File: src/rtl/alu_arbiter.sv
// Round-robin front end for the shared 32-bit ALU.
// Issues one operation at a time, waits ALU_LAT cycles, and returns the captured result to the requester that owns it.
module alu_arbiter #(
    parameter int ALU_LAT = 1,
    parameter int W       = 32
) (
    input  logic         clk,
    input  logic         rst,
    input  logic         req0_valid,
    output logic         req0_ready,
    input  logic [3:0]   req0_op,
    input  logic [W-1:0] req0_a,
    input  logic [W-1:0] req0_b,
    input  logic         req0_flagin,
    input  logic         req1_valid,
    output logic         req1_ready,
    input  logic [3:0]   req1_op,
    input  logic [W-1:0] req1_a,
    input  logic [W-1:0] req1_b,
    input  logic         req1_flagin,
    output logic         rsp0_valid,
    input  logic         rsp0_ready,
    output logic         rsp1_valid,
    input  logic         rsp1_ready,
    output logic [W-1:0] rsp_result,
    output logic [3:0]   rsp_flags,
    output logic         rsp_err,
    output logic [W-1:0] alu_a,
    output logic [W-1:0] alu_b,
    output logic [3:0]   alu_ctrl,
    output logic         alu_flagin,
    input  logic [W-1:0] alu_result,
    input  logic [3:0]   alu_flags,
    output logic         busy
);

    typedef enum logic [1:0] {
        IDLE = 2'd0,
        EXEC = 2'd1,
        RESP = 2'd2
    } state_t;

    localparam logic [3:0] LAT_M1 = 4'(ALU_LAT - 1);

    state_t       state;
    state_t       state_nx;
    logic         last_grant;
    logic         owner;
    logic         pend_err;
    logic [3:0]   cnt;
    logic         grant0;
    logic         grant1;
    logic         capture;
    logic [3:0]   sel_op;
    logic [W-1:0] sel_a;
    logic [W-1:0] sel_b;
    logic         sel_fi;
    logic         sel_ill;

    // Round-robin winner: a lone requester wins, a tie goes to the one not served last.
    always_comb begin
        grant0 = req0_valid & (~req1_valid | last_grant);
        grant1 = req1_valid & (~req0_valid | ~last_grant);
    end

    // Mux the accepted requester's operation toward the ALU input registers.
    always_comb begin
        sel_op = '0;
        sel_a  = '0;
        sel_b  = '0;
        sel_fi = 1'b0;
        unique case (1'b1)
            req0_ready: begin
                sel_op = req0_op;
                sel_a  = req0_a;
                sel_b  = req0_b;
                sel_fi = req0_flagin;
            end
            req1_ready: begin
                sel_op = req1_op;
                sel_a  = req1_a;
                sel_b  = req1_b;
                sel_fi = req1_flagin;
            end
            default: ;
        endcase
        sel_ill = (sel_op > 4'h9);
    end

    // Sequencer state register.
    always_ff @(posedge clk) begin
        if (rst) begin
            state <= IDLE;
        end else begin
            state <= state_nx;
        end
    end

    // Next state, handshake outputs and the result-capture strobe.
    always_comb begin
        state_nx   = state;
        req0_ready = 1'b0;
        req1_ready = 1'b0;
        rsp0_valid = 1'b0;
        rsp1_valid = 1'b0;
        busy       = 1'b1;
        capture    = 1'b0;
        unique case (state)
            IDLE: begin
                busy       = 1'b0;
                req0_ready = grant0;
                req1_ready = grant1;
                if (grant0 | grant1) begin
                    state_nx = EXEC;
                end
            end
            EXEC: begin
                if (cnt == 4'd0) begin
                    capture  = 1'b1;
                    state_nx = RESP;
                end
            end
            RESP: begin
                rsp0_valid = ~owner;
                rsp1_valid = owner;
                if ((~owner & rsp0_ready) | (owner & rsp1_ready)) begin
                    state_nx = IDLE;
                end
            end
            default: begin
                state_nx = IDLE;
            end
        endcase
    end

    // Issue registers, latency counter, fairness/owner bits and the response capture.
    always_ff @(posedge clk) begin
        if (rst) begin
            last_grant <= 1'b1;
            owner      <= 1'b0;
            pend_err   <= 1'b0;
            cnt        <= '0;
            alu_a      <= '0;
            alu_b      <= '0;
            alu_ctrl   <= '0;
            alu_flagin <= 1'b0;
            rsp_result <= '0;
            rsp_flags  <= '0;
            rsp_err    <= 1'b0;
        end else begin
            if (req0_ready | req1_ready) begin
                alu_ctrl   <= sel_ill ? 4'h0 : sel_op;
                alu_a      <= sel_ill ? '0 : sel_a;
                alu_b      <= sel_ill ? '0 : sel_b;
                alu_flagin <= sel_fi;
                pend_err   <= sel_ill;
                owner      <= req1_ready;
                last_grant <= req1_ready;
                cnt        <= LAT_M1;
            end else if ((state == EXEC) && (cnt != 4'd0)) begin
                cnt <= cnt - 4'd1;
            end
            if (capture) begin
                rsp_result <= pend_err ? '0 : alu_result;
                rsp_flags  <= pend_err ? 4'b0000 : alu_flags;
                rsp_err    <= pend_err;
            end
        end
    end

endmodule

File: config.mk
export PLATFORM = sky130hd
export DESIGN_NAME = alu_arbiter
export DESIGN_NICKNAME = d
export VERILOG_FILES = /design/src/rtl/alu_arbiter.sv
export SDC_FILE = /design/constraint.sdc
export NUM_CORES = 1
export LEC_CHECK = 0
export CAP_MARGIN = 10
export CORE_MARGIN = 2
export CORE_UTILIZATION = 30
export CTS_CLUSTER_DIAMETER = 80
export CTS_CLUSTER_SIZE = 25
export DETAILED_ROUTE_END_ITERATION = 16
export DONT_BUFFER_PORTS = 1
export SLEW_MARGIN = 20
export SYNTH_ARGS = -nofsm -noshare
export SYNTH_HDL_FRONTEND = slang
export SYNTH_SLANG_ARGS = --single-unit
File: constraint.sdc
create_clock -name clk -period 5.1 [get_ports clk]
set_clock_uncertainty 0.2 [all_clocks]
set_input_delay 0.51 -clock clk [delete_from_list [all_inputs] [get_ports clk]]
set_output_delay 0.51 -clock clk [all_outputs]
set_load 0.005 [all_outputs]
[After elaboration in Yosys (flattened, before gate mapping)]
Cells that the tools add are included.
Operators by class
  magnitude comparators: 1
  reduce and logical (&&, ||, !) cells: 6
  bitwise logic cells: 13
  mux-type cells: 20
  eq/ne operators: 5
  add/sub/neg operators: 1
Operator list (count)
  case mux 32 bit (2 select lines): 2
  two-way mux 32 bit: 3
  two-way mux 4 bit: 2
  case mux 4 bit (2 select lines): 1
  two-way mux 1 bit: 7
  two-way mux 2 bit: 3
  inequality test 2 bit, second input constant: 3
  case mux 2 bit (3 select lines): 1
  bitwise OR 1 bit: 5
  bitwise AND 1 bit: 4
  > comparator 4 bit, second input constant: 1
  zero test 4 bit: 1
  inverter 1 bit: 4
  nonzero test 4 bit: 1
  subtractor 4 x 1 -> 4 bit, second input constant: 1
  AND reduction 3 bit: 1
  equality test 2 x 1 -> 1 bit, second input constant: 1
  equality test 2 bit, second input constant: 1
  zero test 2 bit: 1
  case mux 1 bit (2 select lines): 1
  OR reduction 2 bit: 1
  logical AND 1 bit: 1
Storage, ports and cells
  bits in registers: 115
  logic and storage cells: 58
  output and inout port bits: 111
  bits of input ports: 180

[Longest topological paths before layout]
Gate-level depths: netlist of run 1.
  depth in word-level cells: 7
  depth in mapped cells: 8
  depth with buffers taken out: 6

[Least setup slack after synthesis of run 1]
No wires, ideal clock.
  path type: flip-flop to flip-flop
  from: register cnt[0]
  to: register rsp_result[1]
  setup slack: 3112 ps
  period minus slack after synthesis: 1988 ps
  stages on the path, launching flop included: 9
  required time: 4768 ps
  data arrival time: 1656 ps
  path buffers: 2
  path through: dfxtp_1 -> inv_1 -> ha_1 -> or3b_2 -> nand2b_1 -> clkbuf_1 -> clkbuf_1 -> nand2_1 -> a21oi_1
On the way
  longest elaborated chain between the ends: 3
RTL lines
  from (decl): line 50  | logic [3:0] cnt;
  from (signal assigned): line 161  | cnt <= cnt - 4'd1;
  zero test 4 bit: line 118  | if (cnt == 4'd0) begin
  two-way mux 1 bit: line 118
  two-way mux 1 bit: line 108  | unique case (state)
  to (signal assigned): line 164  | rsp_result <= pend_err ? '0 : alu_result;
  to (decl): line 25  | output logic [W-1:0] rsp_result,
No other way between the ends.
A chain may end at the register's enable or synchronous reset.

[Final worst setup path of run 1]
  from: register state[1]
  to: output port req0_ready
On the way
  longest elaborated chain between the ends: 2
RTL lines
  from (decl): line 45  | state_t state;
  from (signal assigned): line 95  | state <= state_nx;
  zero test 2 bit: line 108
  two-way mux 1 bit: line 108
  to (decl): line 10  | output logic req0_ready,
No other way between the ends.

==> results of run 1 <==
-- synthesized netlist by cell type, types with 2 or more instances --
master    number  area share
a222oi_1      65        0.14
nor2b_1        5      0.0067
inv_1          2      0.0016
buf_1          2      0.0016
inv_2          3      0.0024
buf_2          7      0.0075
a21oi_1       40       0.043
o31ai_1        2      0.0032
nor3_1         3      0.0032
nand2_1       45       0.036
nor2_1         9      0.0073
a22oi_1        2      0.0032
a22o_1         4      0.0075
or4_1          2      0.0032
buf_6          5       0.012
nand3_1        3      0.0032
nand3b_1      36       0.058
xor2_1         2      0.0038
clkbuf_1      45       0.036
nand2b_1       3      0.0040
nor4_1        66       0.089
dfxtp_1      115        0.50
-- state kept, by name (all words and copies together) (netlist names) --
register and flops:
alu_flagin 1, state 2, last_grant 1, rsp_flags 4, alu_a 32, alu_b 32, cnt 4, alu_ctrl 4
pend_err 1, rsp_err 1, owner 1, rsp_result 32
-- final cells by class --
cell class	instances	area [um^2]	area share
Sequential cell	115	2302	0.4331
Timing Repair Buffer	6	65.06	0.01224
Clock inverter	15	182.7	0.03437
Clock buffer	17	425.4	0.08004
Multi-Input combinational cell	304	2083	0.3919
Tap cell	188	235.2	0.04426
Inverter	5	21.27	0.004002
-- cell families (layout without fill, tap and decap cells) --
| kind of cell | Yosys count | count (layout) | share of synthesized area |
|---|---|---|---|
| xor gates and xnor gates | 3 | 3 | 0.005654 |
| muxes | 1 | 1 | 0.002154 |
| buffers and inverters | 65 | 43 | 0.06326 |
| and+or+nand+nor | 177 | 177 | 0.2194 |
| AOI/OAI and AO/OA | 122 | 122 | 0.2116 |
| adders and majority gates | 1 | 1 | 0.002691 |
| DFF | 115 | 115 | 0.4953 |
-- per-stage QoR --
step / area (um^2) / utilization / hold WS, ps / power, mW
finish: 5315 / 0.3509 / 56.78 / 2.557
global route: 5315 / 0.3509 / 49.97 / 2.679
CTS: 5313 / 0.3508 / 28.90 / 2.588
detailed placement: 4677 / 0.3088 / 256.4 / 1.352
global placement: 4677 / 0.3088 / 252.4 / 1.338
floorplan: 4648 / - / 248.3 / 1.302
-- placed cells by master (no fill, tap or decap), drive strengths merged, types with 5 or more instances in the layout --
cell and count:
a222oi 65, clkbuf 17, nand2 45, nor2b 5, clkinv 7, dfxtp 115
buf 6, nor4 66, nor2 10, a21oi 41, nand3b 36, inv 6
-- power by group through the flow --
stage               Combinational (mW)  Clock [mW]  Sequential, mW
floorplan                        0.260           0            1.04
global route                     0.335        1.29            1.06
detailed placement               0.285           0            1.07
CTS                              0.301        1.24            1.05
global placement                 0.270           0            1.07
finish                           0.299        1.21            1.05
-- worst max-delay path, stage by stage (launching register included) --
cell,delay [ps]
dfxtp_1,340
nor2_4,210
nand3_1,240
clkinv_2,730
-- layer usage --
| layer | vias up | track usage | routed length [um] |
|---|---|---|---|
| met5 | - | 0 | 0 |
| met4 | 0 | 0.05430 | 137 |
| met3 | 14 | 0.08565 | 1724 |
| met2 | 262 | 0.2635 | 6687 |
| met1 | 1925 | 0.1679 | 5113 |
| li1 | 1862 | - | - |
-- worst min-delay path by stage --
| stage | endpoint | slack (ps) | cells after the start | start |
|---|---|---|---|---|
| after floorplan | rsp_result[10] | 250 | 2 | rsp_result[10] |
| after global placement | rsp_result[24] | 250 | 2 | rsp_result[24] |
| after detailed placement | rsp_result[12] | 260 | 2 | rsp_result[12] |
| after CTS | alu_flagin | 30 | 2 | req1_flagin |
| after global routing | alu_flagin | 50 | 2 | req1_flagin |
| final | alu_flagin | 60 | 2 | req1_flagin |
==> reports/results.ini, run 1 <==
[run_status]
status = finished clean

[layout]
final_nets = 630
drive_gt1_frac = 0.1039
fillCellCount = 1504
antennaDiodeCount = 0
areaGrowthSynthToFinish_pct = 14.35
finalNonFillerCells = 650

[floorplan]
die_area_um2 = 16510
die_w_um = 128.5
row_count = 45
ioPinCount = 291
coreArea_um2 = 15150
start_util = 0.3069
die_y_um = 128.5

[power]
power_frac_seq = 0.410
vdd_ir_drop_max_v = 0.0002093
intPower_mw = 1.866
net-switching-power_mw = 0.6908
netSwitchingFraction = 0.2702
p_leak_nw = 1.713
p_per_area_nw_per_um2 = 481.0
pwr-share-comb = 0.117
clkPwrFrac = 0.473

[sta]
final_max_slew_viol_count = 0
fmax_mhz = 377.5
fin_ws_ps = 2451
setup_viol = 0
fin_crit_ps = 2649
maxSlewHeadroom = 0.3422
fin_setup_tns_ps = 0
rsz0062_at_grt = no
tightestPinTransition_ps = 986.7
hold_viol_final = 0
finalCritPeriodShare = 0.5195

[worst_setup_path]
crit_end = req0_ready
path_class = reg2out
required_ps = 4390
arrival_ps = 1940
r2r_cells = 5
path_max_fanout = 71
crit_path_start_kind = flop
crit_start = state[1]
endpoint_kind = output pin
r2r-end = alu_a[8]
r2r_slack_ps = 2470
r2r_start = state[0]

[clock_network]
cts_tree = yes
ctsHoldBuffers = 1
clk_latency_ps = 400
cts.path.max_buffers = 2
cts.htree.levels = 4
clk_pin_slew_worst_paths_ps = 50
cts_sinks = 115
root_buffer = clkbuf_16
cts_made_buffers = 17
cts_resized = 0
cts_setup_buffers = 0

[placed_design]
dp_cells = 617
dpl_worst_slack_ps = 2480
numPortBuffers = 0
place_congestion = 0.7487
dp_hpwl_um = 9202

[min_path]
hp-class = in2reg

[synthesis]
ys.flop_type = dfxtp_1
avgSynthCellArea_um2 = 9.604
synth_area_um2 = 4648
async_reset_ff_frac = 0
synth_seq_cells = 115
ys_types = 40
yosysSeqAreaShare = 0.4953
syn_inst = 484
synth-edff-count = 0
synth_nets = 665
ys_warn_count = 0

[global_routing]
grt_pass1_vias = 3709
antenna_found_initial = 0
grt_max_degree = 110
grt_pass1_wl_um = 20130
overflow = 0
grtUsageTotal = 0.1569

[routing]
ant_nets = 0
drt-pass1-iter-count = 8
route.detailed.drc = 0
avgRoutedWirePerCell_um = 21.02
drt_iter0_drc = 531
viasPerCell = 6.251
drt-total-wl_um = 13660
vias = 4063

[flow_run]
drv_cap = 0

(Power assumes the default switching activity.)
==> run 2, diff against run 1 <==
==> constraint.sdc (replaced) <==
create_clock -name clk -period 2.56 [get_ports clk]
set_clock_uncertainty 0.2 [all_clocks]
set_input_delay 0.256 -clock clk [delete_from_list [all_inputs] [get_ports clk]]
set_output_delay 0.256 -clock clk [all_outputs]
set_load 0.005 [all_outputs]
==> run 2 against run 1 <==
Compared with the run above: area after synthesis unchanged; synthesized cell count unchanged; the flow now stops in 4_1_cts.
==> reports/results.ini, run 2 <==
[floorplan]
row_count = 45  ; unchanged
die_y_um = 128.5  ; unchanged
start_util = 0.3069  ; unchanged
die_w_um = 128.5  ; unchanged
ioPinCount = 291  ; unchanged

[synthesis]
synth_top_area_share = 0.4953  ; unchanged
ys_types = 40  ; unchanged
yosysSeqAreaShare = 0.4953  ; unchanged
syn_inst = 484  ; unchanged
ys.flop_type = dfxtp_1
avgSynthCellArea_um2 = 9.604  ; unchanged
synth.area.top_cells = dfxtp_1 (50%), a222oi_1 (14%), nor4_1 (8.9%)
synth_area_um2 = 4648  ; unchanged
synth_seq_cells = 115  ; unchanged
synth_most_common_cell = dfxtp_1
synth-edff-count = 0  ; unchanged
ys_top_cells_by_count = dfxtp_1 (115), nor4_1 (66), a222oi_1 (65)
yosysTopAreaCell = dfxtp_1
ys_warn_count = 0  ; unchanged
async_reset_ff_frac = 0  ; unchanged
synth_nets = 665  ; unchanged

[clock_network]
cts_made_buffers = 17  ; unchanged
ctsHoldBuffers = 131  ; +130
cts_setup_buffers = 0  ; unchanged
cts_sinks = 115  ; unchanged
cts.htree.levels = 4  ; unchanged
cts.path.max_buffers = 2  ; unchanged
root_buffer = clkbuf_16
cts_resized = 0  ; unchanged

[run_status]
status = stopped before the end
haltStage = 4_1_cts
firstError = [ERROR RSZ-0060] Max buffer count reached.

[placed_design]
post_dp_cell_area_um2 = 4762  ; +1.8%
place_congestion = 0.7417  ; -0.93%
dp_hpwl_um = 9538  ; +3.6%
numPortBuffers = 0  ; unchanged

[run 2: through the flow]
step           setup slack (ps)  instances  hold WS [ps]    util
2_1_floorplan             571.8        484         192.0       -
3_3_place_gp              427.2        620         135.5  0.3144
3_5_place_dp              377.1        620         135.5  0.3144
[run 2: cell families after synthesis]
family / synth area share
buf+inv: 0.06326
fa+ha+maj: 0.002691
flops: 0.4953
simple gates: 0.2194
mux: 0.002154
compound gates: 0.2116
xor+xnor: 0.005654
==> run 3, diff against run 2 <==
--- a/config.mk
+++ b/config.mk
@@ -7,11 +7,10 @@
 export LEC_CHECK = 0
 export CAP_MARGIN = 10
 export CORE_MARGIN = 2
-export CORE_UTILIZATION = 30
-export CTS_CLUSTER_DIAMETER = 80
-export CTS_CLUSTER_SIZE = 25
+export CORE_UTILIZATION = 20
 export DETAILED_ROUTE_END_ITERATION = 16
 export DONT_BUFFER_PORTS = 1
+export PLACE_DENSITY_LB_ADDON = 0.15
 export SLEW_MARGIN = 20
 export SYNTH_ARGS = -nofsm -noshare
 export SYNTH_HDL_FRONTEND = slang
==> run 3 against run 2 <==
Compared with the run above: synthesized cell count stayed put; the run again fails in 4_1_cts; area after synthesis is the same.
==> reports/results.ini, run 3 <==
[run_status]
status = stopped before the end
haltStage = 4_1_cts
firstError = [ERROR RSZ-0060] Max buffer count reached.

[placed_design]
place_congestion = 0.7039  ; -5.1%
dp_hpwl_um = 10110  ; +6.1%
dpl_worst_slack_ps = 345.6  ; -31.51 ps
numPortBuffers = 0  ; unchanged

[clock_network]
cts_made_buffers = 17  ; unchanged
ctsHoldBuffers = 152  ; +16%
cts_resized = 0  ; unchanged
cts.htree.levels = 4  ; unchanged
cts_setup_buffers = 0  ; unchanged
cts_sinks = 115  ; unchanged
cts.path.max_buffers = 2  ; unchanged
root_buffer = clkbuf_16

[synthesis]
synth_nets = 665  ; unchanged
ys_top_cells_by_count = dfxtp_1 (115), nor4_1 (66), a222oi_1 (65)
synth-edff-count = 0  ; unchanged
ys.flop_type = dfxtp_1
async_reset_ff_frac = 0  ; unchanged
ys_types = 40  ; unchanged
synth_top_area_share = 0.4953  ; unchanged
synth_seq_cells = 115  ; unchanged
yosysTopAreaCell = dfxtp_1
ys_warn_count = 0  ; unchanged
synth_most_common_cell = dfxtp_1
syn_inst = 484  ; unchanged
synth_area_um2 = 4648  ; unchanged
yosysSeqAreaShare = 0.4953  ; unchanged
avgSynthCellArea_um2 = 9.604  ; unchanged
synth.area.top_cells = dfxtp_1 (50%), a222oi_1 (14%), nor4_1 (8.9%)

[floorplan]
ioPinCount = 291  ; unchanged
die_y_um = 156.5  ; +22%
die_w_um = 156.5  ; +22%
start_util = 0.2047  ; -0.1022
row_count = 55  ; +22%

==> run 3: cell counts after synthesis <==
Identical to the previous run, type by type.
==> run 3: cell families after synthesis <==
group,count (synthesis),synth area share
adder cells (fa/ha/maj),1,0.002691
buffers and inverters,65,0.06326
flip-flops,115,0.4953
AO/OA/AOI/OAI,122,0.2116
multiplexers,1,0.002154
AND/OR/NAND/NOR,177,0.2194
XOR/XNOR,3,0.005654
==> run 3: stage by stage <==
stage / instances / instance area [um^2] / util
2_1_floorplan: 484 / 4648 / -
3_3_place_gp: 721 / 4901 / 0.2158
3_5_place_dp: 721 / 4901 / 0.2158
